### config.mk
export PLATFORM = sky130hd
export DESIGN_NAME = alu_seq
export DESIGN_NICKNAME = d
export VERILOG_FILES = /design/src/rtl/alu_seq.sv
export SDC_FILE = /design/constraint.sdc
export NUM_CORES = 1
export LEC_CHECK = 0
export ABC_AREA = 1
export CORE_MARGIN = 1
export CORE_UTILIZATION = 37
export CTS_CLUSTER_DIAMETER = 100
export DETAILED_ROUTE_END_ITERATION = 7
export PLACE_DENSITY_LB_ADDON = 0.08
export SYNTH_ARGS = -nofsm -noshare
export SYNTH_HDL_FRONTEND = slang
export SYNTH_SLANG_ARGS = --single-unit
### constraint.sdc
create_clock -name clk -period 4.25 [get_ports clk]
set_clock_uncertainty 0.2 [all_clocks]
set_input_delay 0.85 -clock clk [delete_from_list [all_inputs] [get_ports clk]]
set_output_delay 0.85 -clock clk [all_outputs]
set_load 0.005 [all_outputs]
### src/rtl/alu_seq.sv
// alu_seq: registered WIDTH-bit ALU with persistent flags and an iterative
// shift-add multiplier.
//   clk       rising-edge clock
//   rst_n     synchronous active-low reset
//   in_valid  operation request; accepted when in_ready is high
//   in_ready  high while idle
//   opcode    operation select (0..C, D..F reserved)
//   a, b      operands (a = Rdest, b = Rsrc / signed shift amount)
//   out_valid one-cycle completion pulse
//   result    registered result, held between pulses
//   result_we write-back required, qualified by out_valid
//   flags     {N, Z, F, L, C}
module alu_seq #(
    parameter int unsigned WIDTH = 16
) (
    input  logic             clk,
    input  logic             rst_n,
    input  logic             in_valid,
    output logic             in_ready,
    input  logic [3:0]       opcode,
    input  logic [WIDTH-1:0] a,
    input  logic [WIDTH-1:0] b,
    output logic             out_valid,
    output logic [WIDTH-1:0] result,
    output logic             result_we,
    output logic [4:0]       flags
);

    localparam int unsigned W1 = WIDTH + 1;
    localparam int unsigned W2 = 2 * WIDTH;
    localparam int unsigned SW = $clog2(WIDTH);
    localparam int unsigned CW = $clog2(WIDTH + 1);

    localparam int unsigned FC = 0;
    localparam int unsigned FL = 1;
    localparam int unsigned FF = 2;
    localparam int unsigned FZ = 3;
    localparam int unsigned FN = 4;

    localparam logic [3:0] OP_ADD  = 4'h0;
    localparam logic [3:0] OP_ADDC = 4'h1;
    localparam logic [3:0] OP_SUB  = 4'h2;
    localparam logic [3:0] OP_SUBC = 4'h3;
    localparam logic [3:0] OP_CMP  = 4'h4;
    localparam logic [3:0] OP_AND  = 4'h5;
    localparam logic [3:0] OP_OR   = 4'h6;
    localparam logic [3:0] OP_XOR  = 4'h7;
    localparam logic [3:0] OP_NOT  = 4'h8;
    localparam logic [3:0] OP_MOV  = 4'h9;
    localparam logic [3:0] OP_LSH  = 4'hA;
    localparam logic [3:0] OP_ASH  = 4'hB;
    localparam logic [3:0] OP_MUL  = 4'hC;

    localparam logic [WIDTH-1:0] ONE = WIDTH'(1);

    typedef enum logic {
        ST_IDLE,
        ST_MUL
    } state_t;

    state_t            r_state;
    logic              r_in_ready;
    logic              r_out_valid;
    logic              r_result_we;
    logic [WIDTH-1:0]  r_result;
    logic [4:0]        r_flags;
    logic [CW-1:0]     r_count;
    logic [W2-1:0]     r_mcand;
    logic [WIDTH-1:0]  r_mplier;
    logic [W2-1:0]     r_prod;

    logic              w_accept;
    logic              w_cin;
    logic [W1-1:0]     w_sum;
    logic [W1-1:0]     w_diff;
    logic              w_neg;
    logic [WIDTH-1:0]  w_mag;
    logic              w_big;
    logic [SW-1:0]     w_sh;
    logic [WIDTH-1:0]  w_res;
    logic              w_res_upd;
    logic              w_we;
    logic              w_zn_upd;
    logic [4:0]        w_flags;
    logic [W2-1:0]     w_prod_nx;
    logic [WIDTH-1:0]  w_mul_res;

    assign in_ready  = r_in_ready;
    assign out_valid = r_out_valid;
    assign result    = r_result;
    assign result_we = r_result_we;
    assign flags     = r_flags;

    assign w_accept = in_valid && r_in_ready;

    // Carry-in comes straight from the flag register, which the previous op
    // has already updated on its completing edge, so chained ops need no bubble.
    assign w_cin  = ((opcode == OP_ADDC) || (opcode == OP_SUBC)) ? r_flags[FC] : 1'b0;
    assign w_sum  = {1'b0, a} + {1'b0, b} + W1'(w_cin);
    assign w_diff = {1'b0, a} - {1'b0, b} - W1'(w_cin);

    // Signed shift amount split into direction and magnitude.
    assign w_neg = b[WIDTH-1];
    assign w_mag = w_neg ? (~b + ONE) : b;
    assign w_big = (w_mag >= WIDTH'(WIDTH));
    assign w_sh  = w_mag[SW-1:0];

    // One shift-add iteration of the multiplier.
    assign w_prod_nx = r_prod + (r_mplier[0] ? r_mcand : '0);
    assign w_mul_res = w_prod_nx[WIDTH-1:0];

    // Single-cycle datapath and flag update.
    always_comb begin
        w_res     = r_result;
        w_res_upd = 1'b1;
        w_we      = 1'b1;
        w_zn_upd  = 1'b1;
        w_flags   = r_flags;
        case (opcode)
            OP_ADD, OP_ADDC: begin
                w_res       = w_sum[WIDTH-1:0];
                w_flags[FC] = w_sum[WIDTH];
                w_flags[FF] = (a[WIDTH-1] == b[WIDTH-1]) && (w_sum[WIDTH-1] != a[WIDTH-1]);
            end
            OP_SUB, OP_SUBC: begin
                w_res       = w_diff[WIDTH-1:0];
                w_flags[FC] = w_diff[WIDTH];
                w_flags[FF] = (a[WIDTH-1] != b[WIDTH-1]) && (w_diff[WIDTH-1] != a[WIDTH-1]);
            end
            OP_CMP: begin
                w_res_upd   = 1'b0;
                w_we        = 1'b0;
                w_zn_upd    = 1'b0;
                w_flags[FZ] = (a == b);
                w_flags[FL] = (a < b);
                w_flags[FN] = ($signed(a) < $signed(b));
            end
            OP_AND: w_res = a & b;
            OP_OR:  w_res = a | b;
            OP_XOR: w_res = a ^ b;
            OP_NOT: w_res = ~a;
            OP_MOV: w_res = b;
            OP_LSH: begin
                if (w_big)      w_res = '0;
                else if (w_neg) w_res = a >> w_sh;
                else            w_res = a << w_sh;
            end
            OP_ASH: begin
                if (w_neg) w_res = w_big ? {WIDTH{a[WIDTH-1]}} : WIDTH'($signed(a) >>> w_sh);
                else       w_res = w_big ? '0 : (a << w_sh);
            end
            default: begin
                // Reserved codes: pulse only, nothing architectural changes.
                w_res_upd = 1'b0;
                w_we      = 1'b0;
                w_zn_upd  = 1'b0;
            end
        endcase
        if (w_zn_upd) begin
            w_flags[FZ] = (w_res == '0);
            w_flags[FN] = w_res[WIDTH-1];
        end
    end

    // Control FSM, multiplier iteration and output registers.
    always_ff @(posedge clk) begin
        if (!rst_n) begin
            r_state     <= ST_IDLE;
            r_in_ready  <= 1'b1;
            r_out_valid <= 1'b0;
            r_result_we <= 1'b0;
            r_result    <= '0;
            r_flags     <= '0;
            r_count     <= '0;
            r_mcand     <= '0;
            r_mplier    <= '0;
            r_prod      <= '0;
        end else begin
            r_out_valid <= 1'b0;
            r_result_we <= 1'b0;
            case (r_state)
                ST_IDLE: begin
                    if (w_accept) begin
                        if (opcode == OP_MUL) begin
                            r_state    <= ST_MUL;
                            r_in_ready <= 1'b0;
                            r_count    <= '0;
                            r_mcand    <= {{WIDTH{1'b0}}, a};
                            r_mplier   <= b;
                            r_prod     <= '0;
                        end else begin
                            r_out_valid <= 1'b1;
                            r_result_we <= w_we;
                            r_flags     <= w_flags;
                            if (w_res_upd) r_result <= w_res;
                        end
                    end
                end
                ST_MUL: begin
                    r_prod   <= w_prod_nx;
                    r_mcand  <= {r_mcand[W2-2:0], 1'b0};
                    r_mplier <= r_mplier >> 1;
                    r_count  <= r_count + CW'(1);
                    if (r_count == CW'(WIDTH - 1)) begin
                        r_state     <= ST_IDLE;
                        r_in_ready  <= 1'b1;
                        r_out_valid <= 1'b1;
                        r_result_we <= 1'b1;
                        r_result    <= w_mul_res;
                        r_flags[FC] <= (w_prod_nx[W2-1:WIDTH] != '0);
                        r_flags[FZ] <= (w_mul_res == '0);
                        r_flags[FN] <= w_mul_res[WIDTH-1];
                    end
                end
                default: begin
                    r_state    <= ST_IDLE;
                    r_in_ready <= 1'b1;
                end
            endcase
        end
    end

endmodule

==> results of run 1 <==
[cell usage in the layout, fill, tap and decap left out, types with 21 or more instances in the layout]
master | Yosys | routed
buf_4 | 6 | 217
nand4_1 | 27 | 27
inv_1 | 187 | 184
a211oi_1 | 40 | 40
nor2_1 | 178 | 171
clkdlybuf4s50_1 | 0 | 59
a21oi_1 | 171 | 165
ha_1 | 113 | 112
nand3_1 | 112 | 109
o21ai_1 | 21 | 21
nand2_1 | 507 | 505
xor2_1 | 23 | 23
dfxtp_1 | 110 | 110
a31oi_1 | 22 | 22
or2_2 | 28 | 27
o21ai_0 | 165 | 164
[timing repair]
item                       4_1_cts  5_1_grt
resized for setup                1       27
pin swaps                        0        5
buffers inserted                 0        3
setup endpoints to repair        1        8
cloned                           0        0
[cell type report]
| type | count | area (sq um) |
|---|---|---|
| Clock inverter | 6 | 73.8 |
| Tap cell | 402 | 503 |
| Clock buffer | 10 | 229 |
| Inverter | 201 | 759 |
| Fill cell | 3472 | 16900 |
| Multi-Input combinational cell | 1568 | 8690 |
| Sequential cell | 110 | 2200 |
| Timing Repair Buffer | 286 | 2380 |
[kinds of logic after synthesis]
family / after synthesis / synth area share, %
AO/OA/AOI/OAI: 488 / 22.9
XOR/XNOR: 40 / 3.04
adder cells (fa/ha/maj): 118 / 12.6
buffers and inverters: 289 / 10.1
flip-flops: 110 / 18.3
AND/OR/NAND/NOR: 922 / 33.0
[power groups by stage]
stage | Clock [mW] | Sequential, mW | Combinational (mW)
finish | 0.911 | 1.09 | 1.42
CTS | 0.933 | 1.09 | 1.38
global route | 0.973 | 1.10 | 1.55
floorplan | 0 | 1.10 | 0.748
global placement | 0 | 1.12 | 1.37
detailed placement | 0 | 1.12 | 1.37
[how the worst min path moves through the flow]
stage	cells past startpoint	to	slack (ns)	start
after detailed placement	2	r_mplier[15]	0.26	r_mplier[15]
after floorplan	2	r_mplier[15]	0.24	r_mplier[15]
after global routing	2	r_mcand[31]	0.28	r_mcand[31]
final	2	r_mcand[26]	0.26	r_mcand[25]
after global placement	2	r_mplier[15]	0.25	r_mplier[15]
after CTS	2	r_mcand[26]	0.26	r_mcand[25]
[per-stage QoR]
step                      utilization [%]  hold WS, ns  total power [mW]
after CTS                            46.4        0.264              3.40
after global placement               45.5        0.250              2.49
final                                46.8        0.260              3.42
after detailed placement             45.5        0.256              2.49
after floorplan                         -        0.238              1.85
after global routing                 46.8        0.284              3.62
[sequential cells by signal (all words and copies together) (netlist names)]
signal	count
r_mcand	32
result	16
result_we	1
r_state	1
flags	5
out_valid	1
in_ready	1
r_mplier	16
r_count	5
r_prod	32
[layer usage]
layer | vias up | share of wire [%]
met2 | 501 | 45
li1 | 6976 | -
met4 | 0 | 4.0
met3 | 75 | 5.4
met1 | 6407 | 46
met5 | - | 0
[critical path, stage by stage]
cell	delay (ns)
clkdlybuf4s50_1	0.43
nor2_2	0.15
nand3_2	0.11
fa_2	0.37
buf_4	0.14
ha_1	0.28
nand2_1	0.07
nor2_2	0.12
a21oi_2	0.08
o21bai_1	0.22
nand2_1	0.09
nand2_2	0.11
nand2_1	0.06
nand2_1	0.08
a21oi_1	0.06
o21ai_1	0.13
nand4_1	0.20
nand2_1	0.10
inv_1	0.06
nor2_1	0.10
nand3_1	0.07
nand2_1	0.06
nand2_1	0.06
a21oi_2	0.11
==> results.md, run 1 <==
- Pre-CTS WS: -0.409 ns
- Normalized max-slew margin: 25.4%
- Drt pass-1 iters: 6
- Cells after DPL: 2564
- Flop pwr share: 31.9%
- CTS buffer count: 9
- Sum Neg Setup Slack: 0 ns
- R2R Path End: flags[0]
- HP Class: reg2reg
- Grt ovf: 0
- Max Slew Vio Count: 0
- Critical Path Source Type: primary input
- Initial drt markers: 1255
- Min Tclk post-route: 4.02 ns
- Synth cell types: just under 60
- Tcrit/Tclk final: a little over nine tenths
- Max IR drop VDD: 0.000145 V
- Routability cong.: just under 1
- Worst reg2reg path depth: 20
- Non-Filler Instances: 2583
- Num rows: 65
- Routed wire length: 50600 microns
- Pin count of the biggest net entering global routing: 59
- Global-route usage over all layers: 30.6%
- DIE WIDTH: 182 microns
- Sw frac: approximately 39%
- EDFF count, synth: 0
- Mapped Nets: 2124
- Post-synth top cells: 507 x nand2_1, 187 x inv_1, 178 x nor2_1
- Max_cap viols: 0
- Sequential share of the synthesized area: a little under a fifth
- Met2 Resource Use GR: 50.0%
- Required @ worst endpoint: between 4 and 5 ns
- Fraction of layout instances using a drive strength above 1: 16.0%
- Yosys top cell area share: 18.3%
- Clock tree sinks: 110
- Initial antenna violation count: 0
- Synth Warn #: 0
- Final ANT Viol Nets: 0
- I/O Buffers: 62
- Fin nets: about 2300
- Cts hold-fix bufs: 0
- Detailed placement HPWL: 41400 microns
- R2R Setup Slk: roughly 0.47 ns
- Ys flop type: dfxtp_1
- Count leader, synth: nand2_1
- Synth area leader: dfxtp_1
- Post-DP Area: between 10000 and 15000 sq um
- Final setup vio count: 0
- Core outline area: about 32000 sq um
- Synth Register Bits: 110
- Ports: 63
- Number of global-route vias before repair: between 10000 and 15000
- Fmax: roughly 0.25 GHz
- Worst setup margin: 0.228 ns
- Clk Latency, worst-skew pair: 0.37 ns
- Critical R2R Launch: r_mplier[0]
- Net load switching power: 1.33 mW
- Async S/R FF share, synth: 0%
- Final Hold Viols: 0
- Worst Setup SP: opcode[2]
- Status: finished clean
- Synth Cell Area: 12000 sq um
- Synthesis-to-layout area growth: 23.6%
- Leak: 6.99 nW
- Clk slew on worst S/H paths: about 0.080 ns
- Grt peak-use layer: met2
- Via count: 14000
- Crit Path Category: in2reg
- Die Y-Extent: 182 microns
- CTS tree: yes
- Top post-synthesis cells by area: dfxtp_1 18%, nand2_1 16%, ha_1 12%, a21oi_1 7.1%, o21ai_0 6.9%
- Root buffer cell: clkbuf_16
- Clock Tree Buf Depth: 2
- H-tree Lvls: 3
- Setup crit end: flags[3]
- Largest fanout on the critical path: 4
- Met1 GRT Util: 40.8%
- DRC: 0
- Int Power: 2.10 mW
- First-pass GRT wire length: 77500 microns
- Antenna cells: 0
- Crit path DAT: slightly above 4 ns
- Unrepaired setup endpoints after global routing: true
- Post-route cell area: ~15000 sq um
- Mean number of vias per cell: about 5.4
- Logic pwr share: between 40% and 50%
- Starting Density: 37.9%
- Routed WL per cell: 19.6 microns
- Worst-margin pin slew: around 1.1 ns
- Cell Pwr Density: 231 nW/um^2
- Die area: between 30000 and 40000 sq um
- Cells after synthesis: just under 2000
- Syn_area_per_cell: 6.11 sq um
- Global routing usage on met3: 3.45%
- Crit. End Element: register
- Clock power share: 26.6%
Power figures use the tool's default switching activity.
==> inputs of run 2 (changes only) <==
Settings changed: DONT_BUFFER_PORTS set to 1.
==> run 2 against run 1 <==
  * Sequential cell count unchanged
  * Clock-buffer cell count increased by 1
  * Non-clock buffer count down 225
  * Maximum frequency up 4.5%
  * Critical path depth shrank 2
  * Die area unchanged
  * Sequential power barely moved
  * Register-to-register slack about the same
  * Via count fell by 5.6%
  * Global-route usage decreased by 1.4 points
  * Cell count shrank 8.7%
  * Highest routed layer unchanged
==> results.md, run 2 (synthesized netlist as in run 1, its figures left out) <==
- Status: finished clean
- Final Hold Viols: 0 (unchanged)
- Largest fanout on the critical path: 7 (+3)
- Crit. End Element: register
- CTS resizes: 0 (-1)
- DIE WIDTH: 182 microns (unchanged)
- Crit path DAT: 3.95 ns (-0.18 ns)
- I/O Buffers: 0 (-100%)
- Max Slew Vio Count: 0 (unchanged)
- Largest stage delay on the critical path: 0.51 ns (+0.08 ns)
- Number of global-route vias before repair: 12200 (-7.3%)
- Die area: 33200 sq um (unchanged)
- CTS tree: yes
- Fraction of layout instances using a drive strength above 1: 8.28% (-7.7 points)
- Fin nets: 2108 (-9.6%)
- First-pass GRT wire length: 74100 microns (-4.4%)
- Routed wire length: 48700 microns (-3.8%)
- Util after Layout: 40.5% (-6.3 points)
- Sum Neg Setup Slack: 0 ns (unchanged)
- Post-DP Area: 12600 sq um (-13%)
- Normalized max-slew margin: 33.4% (+8.0 points)
- Global-route usage over all layers: 29.2% (-1.4 points)
- Most frequent cells in the layout: 507 x nand2_1, 185 x inv_1, 177 x nor2_1
- Leading cell type in the layout, fill and taps excluded: nand2_1
- Root buffer cell: clkbuf_16
- Clock Tree Buf Depth: 2 (unchanged)
- Unrepaired setup endpoints after global routing: false
- Routed WL per cell: 20.6 microns (+5.3%)
- H-tree Lvls: 3 (unchanged)
- Max_cap viols: 0 (unchanged)
- Fmax: 0.260 GHz (+4.5%)
- Detailed placement HPWL: 38900 microns (-5.9%)
- Ports: 63 (unchanged)
- Max IR drop VDD: 0.000191 V (+31%)
- Tcrit/Tclk final: 90.5% (-4.1 points)
- Clk slew on worst S/H paths: 0.08 ns (about the same)
- Leak: 5.93 nW (-15%)
- Initial drt markers: 1115 (-11%)
- Required @ worst endpoint: 4.35 ns (about the same)
- Post-route cell area: 12900 sq um (-13%)
- Die Y-Extent: 182 microns (unchanged)
- Worst-margin pin slew: 0.998 ns (-0.121 ns)
- Drt pass-1 iters: 7 (+1)
- CP Cell Sequence: nor2_1 > nand3_1 > inv_1 > fa_1 > inv_1 > ha_1 > or2_2 > a21oi_1 > o21bai_1 > nand2_1 > nand2_1 > nand2_1 > nand2_1 > o21ai_0 > nand4_1 > nand2_1 > inv_1 > nor2_1 > nand3_1 > nand2_1 > nand2_1 > a21oi_2
- Final ANT Viol Nets: 0 (unchanged)
- Cell Pwr Density: 238 nW/um^2 (+3.1%)
- Final setup vio count: 0 (unchanged)
- Starting Density: 37.9% (unchanged)
- Clk Latency, worst-skew pair: 0.37 ns (about the same)
- CTS buffer count: 9 (unchanged)
- Post-CTS setup buffer count: 0 (unchanged)
- Grt ovf: 0 (unchanged)
- Routability cong.: 0.971 (-0.65%)
- Pin count of the biggest net entering global routing: 54 (-8.5%)
- DRC: 0 (unchanged)
- Critical Path Source Type: primary input
- Clock tree sinks: 110 (unchanged)
- Mean number of vias per cell: 5.58 (+3.3%)
- Initial antenna violation count: 1 (+1)
- Cts hold-fix bufs: 0 (unchanged)
- Core outline area: 31700 sq um (unchanged)
- CP max stage cell: fa_1
- Crit Path Category: in2reg
- # fillers: 3539 (+1.9%)
- Num rows: 65 (unchanged)
- HP Class: reg2reg
- Min Tclk post-route: 3.85 ns (-0.175 ns)
- Synthesis-to-layout area growth: 7.03%
- Via count: 13200 (-5.6%)
- Biggest regs: r_mcand: 32 flops, r_prod: 32 flops
- Most used cell, CP: nand2_1
[run 2: cell types whose count changed in the layout (fill, tap and decap cells not counted), sizes merged]
cell,change
bufinv,-1
dlymetal6s2s,-1
clkinv,+1
clkbuf,+1
buf,-165
inv,-1
diode,+1
clkdlybuf4s50,-59
[run 2: cell type report]
| type | instances | area [sq um] | share of cell area (%) |
|---|---|---|---|
| Sequential cell | 110 | 2200 | 17.1 |
| Clock buffer | 11 | 253 | 1.97 |
| Inverter | 201 | 759 | 5.91 |
| Antenna cell | 1 | 2.50 | 0.0195 |
| Clock inverter | 5 | 48.8 | 0.380 |
| Tap cell | 402 | 503 | 3.91 |
| Timing Repair Buffer | 61 | 483 | 3.76 |
| Multi-Input combinational cell | 1568 | 8610 | 66.9 |
[run 2: critical path: cells and delay by family]
| kind | cells | cell delay (ns) |
|---|---|---|
| adders and majority gates | 2 | 0.68 |
| and+or+nand+nor | 13 | 1.45 |
| buffers and inverters | 3 | 0.21 |
| AOI/OAI and AO/OA | 4 | 0.76 |
[run 2: final timing paths]
check	from	end	slack (ns)	depth (start not counted)
worst max-delay path	opcode[3]	flags[3]	0.40	22
worst min-delay path	r_mcand[31]	r_mcand[31]	0.27	2
worst max register to register	r_mplier[0]	flags[0]	0.47	19
worst min register to register	r_mcand[31]	r_mcand[31]	0.27	2
[run 2: where the power goes]
group	leakage, nW	internal, mW	switching (mW)
sequential	0.893	1.06	0.0372
clock	0.150	0.444	0.442
combinational	4.89	0.349	0.724
total	5.93	1.86	1.20
[run 2: routing by layer]
layer,GRT usage (%),up-vias,share of wire [%]
li1,-,6533,-
met2,47.8,446,46
met5,0,-,0
met4,7.03,0,2.1
met3,4.05,46,6.6
met1,40.1,6149,46
[run 2: per-stage QoR]
stage,setup slack [ns],std cells,hold slack [ns],total power [mW]
6_report,0.403,2359,0.270,3.06
3_3_place_gp,0.0967,2342,0.251,2.18
4_1_cts,0.418,2358,0.274,3.07
5_1_grt,0.113,2358,0.287,3.23
2_1_floorplan,0.393,1967,0.238,1.85
3_5_place_dp,0.0892,2342,0.261,2.17
